$ cat config.mk
export PLATFORM = sky130hd
export DESIGN_NAME = cache_mem_arbiter
export DESIGN_NICKNAME = d
export VERILOG_FILES = /design/src/rtl/cache_mem_arbiter.sv
export SDC_FILE = /design/constraint.sdc
export NUM_CORES = 1
export LEC_CHECK = 0
export ABC_AREA = 1
export CAP_MARGIN = 0
export CORE_ASPECT_RATIO = 1.25
export CORE_MARGIN = 8
export CORE_UTILIZATION = 60
export CTS_CLUSTER_DIAMETER = 100
export DETAILED_ROUTE_END_ITERATION = 7
export DONT_BUFFER_PORTS = 1
export PLACE_DENSITY = 0.81
export SLEW_MARGIN = 20
export SYNTH_ARGS = -nofsm -noshare
export SYNTH_HDL_FRONTEND = slang
export SYNTH_SLANG_ARGS = --single-unit
$ cat constraint.sdc
create_clock -name clk -period 4.3 [get_ports clk]
set_input_delay 0.43 -clock clk [delete_from_list [all_inputs] [get_ports clk]]
set_output_delay 0.43 -clock clk [all_outputs]
set_load 0.005 [all_outputs]
$ cat src/rtl/cache_mem_arbiter.sv
// Arbitrates the shared main-memory port between the I-cache and D-cache fill controllers.
// Tracks pipelined reads in flight and routes each returning word to the current owner only.
module cache_mem_arbiter #(
    parameter int unsigned ADDR_W  = 16,
    parameter int unsigned DATA_W  = 16,
    parameter int unsigned MAX_OUT = 4
) (
    input  logic              clk,
    input  logic              rst_n,
    input  logic              icache_req,
    input  logic [ADDR_W-1:0] icache_addr,
    input  logic              dcache_req,
    input  logic              dcache_wr,
    input  logic [ADDR_W-1:0] dcache_addr,
    input  logic [DATA_W-1:0] dcache_wdata,
    input  logic [DATA_W-1:0] mem_rdata,
    input  logic              mem_data_valid,
    output logic              icache_grant,
    output logic              dcache_grant,
    output logic              icache_dvalid,
    output logic              dcache_dvalid,
    output logic [DATA_W-1:0] fill_data,
    output logic              mem_enable,
    output logic              mem_wr,
    output logic [ADDR_W-1:0] mem_addr,
    output logic [DATA_W-1:0] mem_wdata,
    output logic              protocol_err
);
    localparam int unsigned CNT_W = $clog2(MAX_OUT + 1);
    localparam logic [CNT_W-1:0] CNT_MAX = CNT_W'(MAX_OUT);

    typedef enum logic [1:0] {IDLE, SERVE_I, SERVE_D, DRAIN} state_e;

    state_e           state_q, state_d;
    logic             last_d_q, last_d_d;        // last owner was the D-cache
    logic [CNT_W-1:0] outstanding_q, outstanding_d;
    logic [CNT_W-1:0] quiet_q, quiet_d;          // cycles since reset, saturating at MAX_OUT
    logic             protocol_err_q, protocol_err_d;
    logic             icache_grant_q, icache_grant_d;
    logic             dcache_grant_q, dcache_grant_d;
    logic             rd_issue;

    always_ff @(posedge clk or negedge rst_n) begin
        if (!rst_n) begin
            state_q        <= IDLE;
            last_d_q       <= 1'b1;
            outstanding_q  <= '0;
            quiet_q        <= '0;
            protocol_err_q <= 1'b0;
            icache_grant_q <= 1'b0;
            dcache_grant_q <= 1'b0;
        end else begin
            state_q        <= state_d;
            last_d_q       <= last_d_d;
            outstanding_q  <= outstanding_d;
            quiet_q        <= quiet_d;
            protocol_err_q <= protocol_err_d;
            icache_grant_q <= icache_grant_d;
            dcache_grant_q <= dcache_grant_d;
        end
    end

    always_comb begin
        state_d        = state_q;
        last_d_d       = last_d_q;
        outstanding_d  = outstanding_q;
        quiet_d        = quiet_q;
        protocol_err_d = protocol_err_q;
        mem_enable     = 1'b0;
        mem_wr         = 1'b0;
        mem_addr       = '0;
        mem_wdata      = '0;
        icache_dvalid  = 1'b0;
        dcache_dvalid  = 1'b0;

        case (state_q)
            IDLE: begin
                // On a tie the requester that did not own the port last wins
                if (icache_req && (!dcache_req || last_d_q)) begin
                    state_d = SERVE_I;
                end else if (dcache_req) begin
                    state_d = SERVE_D;
                end
            end
            SERVE_I: begin
                last_d_d      = 1'b0;
                mem_enable    = icache_req && (outstanding_q < CNT_MAX);
                mem_addr      = icache_addr;
                icache_dvalid = mem_data_valid;
            end
            SERVE_D: begin
                last_d_d      = 1'b1;
                mem_enable    = dcache_req && (dcache_wr || (outstanding_q < CNT_MAX));
                mem_wr        = dcache_wr;
                mem_addr      = dcache_addr;
                mem_wdata     = dcache_wdata;
                dcache_dvalid = mem_data_valid;
            end
            DRAIN: begin
                icache_dvalid = mem_data_valid && !last_d_q;
                dcache_dvalid = mem_data_valid && last_d_q;
            end
            default: state_d = IDLE;
        endcase

        rd_issue = mem_enable && !mem_wr;
        if (quiet_q != CNT_MAX) begin
            quiet_d = quiet_q + CNT_W'(1);
        end
        if (rd_issue && (outstanding_q == CNT_MAX)) begin
            protocol_err_d = 1'b1;
        end
        // Stray data right after reset belongs to reads the reset discarded
        if (rd_issue && !mem_data_valid) begin
            outstanding_d = outstanding_q + CNT_W'(1);
        end else if (!rd_issue && mem_data_valid) begin
            if (outstanding_q == '0) begin
                if (quiet_q == CNT_MAX) begin
                    protocol_err_d = 1'b1;
                end
            end else begin
                outstanding_d = outstanding_q - CNT_W'(1);
            end
        end

        case (state_q)
            SERVE_I: if (!icache_req) state_d = (outstanding_d == '0) ? IDLE : DRAIN;
            SERVE_D: if (!dcache_req) state_d = (outstanding_d == '0) ? IDLE : DRAIN;
            DRAIN:   if (outstanding_d == '0) state_d = IDLE;
            default: ;
        endcase

        icache_grant_d = (state_d == SERVE_I) || ((state_d == DRAIN) && !last_d_d);
        dcache_grant_d = (state_d == SERVE_D) || ((state_d == DRAIN) && last_d_d);
    end

    assign icache_grant = icache_grant_q;
    assign dcache_grant = dcache_grant_q;
    assign protocol_err = protocol_err_q;
    assign fill_data    = mem_rdata;
endmodule

== Word level (Yosys, flattened, before mapping) ==
Index checks and enable logic that the tools add are counted.
Storage, ports and cells
  register bits: 12
Operators by class
  muxes and demuxes: 23
  reductions and logical operators: 24
  eq/ne operators: 9
  magnitude comparators: 1
  add/subtract/negate cells: 3
Operator list (number)
  one-hot mux 16 bit (2 select lines): 1
  two-way mux 16 bit: 1
  two-way mux 2 bit: 7
  logical AND 1 bit: 11
  two-way mux 3 bit: 3
  == test 2 bit, second input constant: 4
  one-hot mux 1 bit (2 select lines): 4
  adder 3 x 1 -> 3 bit, second input constant: 2
  == test 3 bit, second input constant: 2
  zero test 1 bit: 6
  zero test 3 bit: 2
  two-way mux 1 bit: 6
  one-hot mux 2 bit (3 select lines): 1
  == test 2 x 1 -> 1 bit, second input constant: 2
  logical OR 1 bit: 4
  less-than comparator 3 bit, second input constant: 1
  != test 3 bit, second input constant: 1
  subtractor 3 x 1 -> 3 bit, second input constant: 1
  zero test 2 bit: 1

== Depth between registers and ports, before layout ==
  word-level depth: 16
  gate-level depth with buffers: 19

== Worst setup path after synthesis ==
No wires, ideal clock.
  path kind: register to register
  start point: register state_q[0]
  end point: register dcache_grant_q (netlist: dcache_grant)
  slack: 2366 ps
  data arrival time: 1821 ps
  clock period less this slack: 1934 ps
  setup time: 113 ps
  cell stages (with the launch flop): 20
  path through: dfrtp_1 > inv_1 > ha_1 > buf_6 > nand2_4 > clkinv_2 > nand2_4 > nand2_4 > nand3_4 > nand2_2 > nand2_1 > nand2_2 > nor2_4 > nand3_2 > a21oi_1 > nand3_1 > nand2_1 > inv_2 > nand2_1 > inv_1
On the way
  cells in the longest elaborated chain, start to end: 15
RTL lines
  start: declaration: line 34  | state_e state_q, state_d;
  start signal: assignment: line 53  | state_q <= state_d;
  == test 2 bit: line 76, 126
  two-way mux 1 bit: line 76  | case (state_q)
  zero test 1 bit: line 106  | rd_issue = mem_enable && !mem_wr;
  logical AND 1 bit: line 106
  zero test 1 bit: line 116  | end else if (!rd_issue && mem_data_valid) begin
  logical AND 1 bit: line 116
  two-way mux 3 bit: line 116
  two-way mux 3 bit: line 114  | if (rd_issue && !mem_data_valid) begin
  zero test 3 bit: line 127, 128, 129
  two-way mux 2 bit: line 127, 128
  two-way mux 2 bit (on tied branches): line 128, 127
  one-hot mux 2 bit (3 select lines) *: line 126  | case (state_q)
  net state_d[1]: line 34
  == test 2 bit: line 134  | dcache_grant_d = (state_d == SERVE_D) || ((state_d == DRAIN) && last_d_d);
  logical AND 1 bit: line 134
  logical OR 1 bit *: line 134
  net dcache_grant_d: line 40  | logic dcache_grant_q, dcache_grant_d;
  end signal: assignment: line 59  | dcache_grant_q <= dcache_grant_d;
  end: declaration: line 40
Mark *: on every way through the listed nets, which the timed path passes. The rest lies on a longest branch.
A chain may end at the register's enable or synchronous reset.

== Worst setup path in the final report ==
Same ends and word-level chain as after synthesis.

==> results.md <==
- Yosys cell types: 29
- Largest cells by area after synthesis: nand2_1, dfrtp_1, inv_1
- DRT Pass-1 Iters: 6
- Area of the multi-input gates: 812.0 sq um
- Starting Density: 61.42%
- Core area: 2377 sq um
- Critical path's most frequent cell: nand2_1
- DR vias: 1,252
- Synth Register Bits: 12
- Gate Count Post-Synth: 233
- Vias per inst: 5.028
- Crit path launch: state_q[0]
- Starting DRT DRC Count: 57
- Nets: 297
- Top FF cell, synth: dfrtp_1
- DP Cell Count: 244
- RSZ-0062 raised after global routing: no
- Setup TNS: 0 ns
- Fmax: 0.3852 GHz
- Max Buffers Root-to-Sink: 2
- Post-DP Area: 1351 sq um
- Async SR Flop Fraction: 100.0%
- Worst path bufs/invs: 3
- Post-route setup slack: 1.704 ns
- Largest net degree at the start of global routing: 21
- Layout Cells excl Fill: 249
- CTS tree: yes
- Synth-to-layout area growth: -4.284%
- DRC viols: 0
- CP Launch Type: flip-flop
- Remaining global-route overflow: 0
- # IOs: 125
- # Max-Cap Violations: 0
- Worst path arrival time: 2.77 ns
- Critical Path, Cell by Cell: inv_1, ha_1, nand2_1, nand3_4, nand3_1, nand2_1, nand2_1, nand2_1, nand3_2, a21oi_1, nand3_1, nand2_1, inv_2, nand2_1, inv_1
- CP endpoint kind: flip-flop
- Yosys top cell area share: 19.28%
- Core Rows: 20
- Port-buffer cells: 0
- First-pass GRT wire length: 5499 um
- Pre-CTS setup slack: 1.704 ns
- Reg clk slew, reported paths: 0.07 ns
- Syn Nets: 313
- Max VDD drop: 0.0003094 V
- Clock sink total: 12
- H-tree depth: 1
- Final slew viol count: 0
- Overall routing resource usage: 16.40%
- Slowest-stage cell, CP: ha_1
- Clock root buffer: clkbuf_4
- Ys Warns: 0
- Initial antenna violation count: 0
- Layout cells sized above 1: 10.65%
- Cell area after synthesis: 1460 sq um
- Final setup violation count: 0
- Reg2Reg Launch Point: state_q[0]
- Outcome: complete, no violations
- Req. time, crit path: 4.47 ns
- Fillers: 236
- Tmin final: 2.596 ns
- DR WL/cell: 14.85 um
- CP peak stage delay: 0.63 ns
- Sequential area share after synthesis: 20.65%
- Detailed placer's ending HPWL: 3131 um
- Post-synth top area cell: nand2_1
- Die area: 4278 sq um
- Area occupied by registers: 301.5 sq um
- Setup bufs post-CTS: 0
- Final WL: 3697 um
- Kind of cell adding the most delay to the critical path: simple AND/OR/NAND/NOR gates
- Power density over the cells: 715.1 nW/um^2
- Antenna Nets Post-Route: 0
- Design area: 1398 sq um
- GPL Wtd Cong: 0.8951
- Worst Hold Launch: mem_data_valid
- Number of flops mapped to enable cells by yosys: 0
- Synth Area per Inst: 6.267 sq um
- Die width: 60.13 um
- Worst slew pin tran: 0.7004 ns
- Leakage: 0.8244 nW
- CTS buffer count: 3
- DIE HEIGHT: 71.16 um
- Final Hold Viols: 0
- Worst-skew pair later-pin latency: 0.27 ns
- Vias in the first global route: 1,143
- WS Path Type: reg -> reg
- Hold Crit Class: in -> reg
- Relative slew margins: 53.30%
- Finished Core Util: 58.79%
- Fin crit share: 60.38%
- Crit Path Max Fanout: 20
- Clock skew: 0.002623 ns
- Antenna cells: 0
[layout make-up]
cell class                 instances  area share (%)
inverter                          50           13.52
multi-input combinational        148           58.10
clock buffer                       4           2.596
tap                               33           2.954
timing repair buffer               2           1.253
sequential                        12           21.58
[cell usage in the layout, fill, tap and decap left out, types with 2 or more instances in the layout]
master,instances
inv_2,4
nor2_4,2
nand3_2,2
a21oi_1,24
clkbuf_4,3
o21ai_0,6
nand4_1,2
nand3_1,8
ha_1,10
nand2_2,2
dfrtp_1,11
nand2_1,75
inv_1,44
o21ai_1,2
nand2_4,3
xnor2_1,2
nor2_1,3
[Yosys cell counts (3+ instances only)]
library cell / number
inv_2: 4
nand2_1: 75
nand2_4: 3
ha_1: 10
inv_1: 44
dfrtp_1: 11
buf_4: 17
o21ai_0: 6
clkbuf_1: 5
nand3_1: 8
nor2_1: 3
a21oi_1: 24
[flip-flops by register name (all words and copies together) (netlist names)]
signal and flops:
dcache_grant 1, outstanding_q 3, last_d_q 1, icache_grant 1, state_q 2, quiet_q 3, protocol_err 1
[worst reg2reg max path, stage by stage (launching register included)]
cell and delay (ns):
dfrtp_1 0.41, inv_1 0.12, ha_1 0.63, nand2_1 0.30, nand3_4 0.17, nand3_1 0.10
nand2_1 0.07, nand2_1 0.05, nand2_1 0.12, nand3_2 0.08, a21oi_1 0.13, nand3_1 0.10
nand2_1 0.08, inv_2 0.04, nand2_1 0.06, inv_1 0.04
[cell families (layout without fill, tap and decap cells)]
logic type                 Yosys count  in the layout  synth area share (%)
xor gates and xnor gates             3              3                 1.800
AOI/OAI and AO/OA                   34             34                 12.00
and+or+nand+nor                    101            101                 33.25
buffers and inverters               73             56                 23.74
adders and majority gates           10             10                 8.569
DFF                                 12             12                 20.65
[path summary, 6_finish.rpt]
path                                endpoint  slack (ns)  cells past startpoint
worst max-delay path            dcache_grant        1.70                     15
worst min-delay path            protocol_err        0.34                      2
worst max register to register  dcache_grant        1.70                     15
worst min register to register    quiet_q[0]        0.51                      1
max in group asynchronous           last_d_q        3.37                      1
min in group asynchronous       dcache_grant        0.57                      1
[stage by stage]
step / total power [W] / hold WS, ns
floorplan: 0.0008081 / 0.1344
CTS: 0.001012 / 0.3371
global placement: 0.0009080 / 0.1350
finish: 0.0009994 / 0.3399
global route: 0.001128 / 0.3497
detailed placement: 0.0009170 / 0.1349
[power by group]
part	internal [W]	total, W	switching, W
Clock	0.0000515	0.0000882	0.0000367
Combinational	0.000222	0.000723	0.000501
Sequential	0.000155	0.000189	0.0000332
Total	0.000429	0.000999	0.000570
[metal layers]
layer | share of wire [%] | global-route usage, % | vias up
li1 | - | - | 651
met1 | 34 | 14.87 | 533
met2 | 51 | 30.24 | 64
met3 | 15 | 7.985 | 4
met4 | 0.73 | 4.787 | 0
met5 | 0 | 0 | -
[timing repair]
| action | in CTS | in global routing |
|---|---|---|
| gates resized for setup | 0 | 0 |
| hold endpoints to repair | 12 | 0 |
| hold buffers | 1 | 0 |
(Power assumes the default switching activity.)
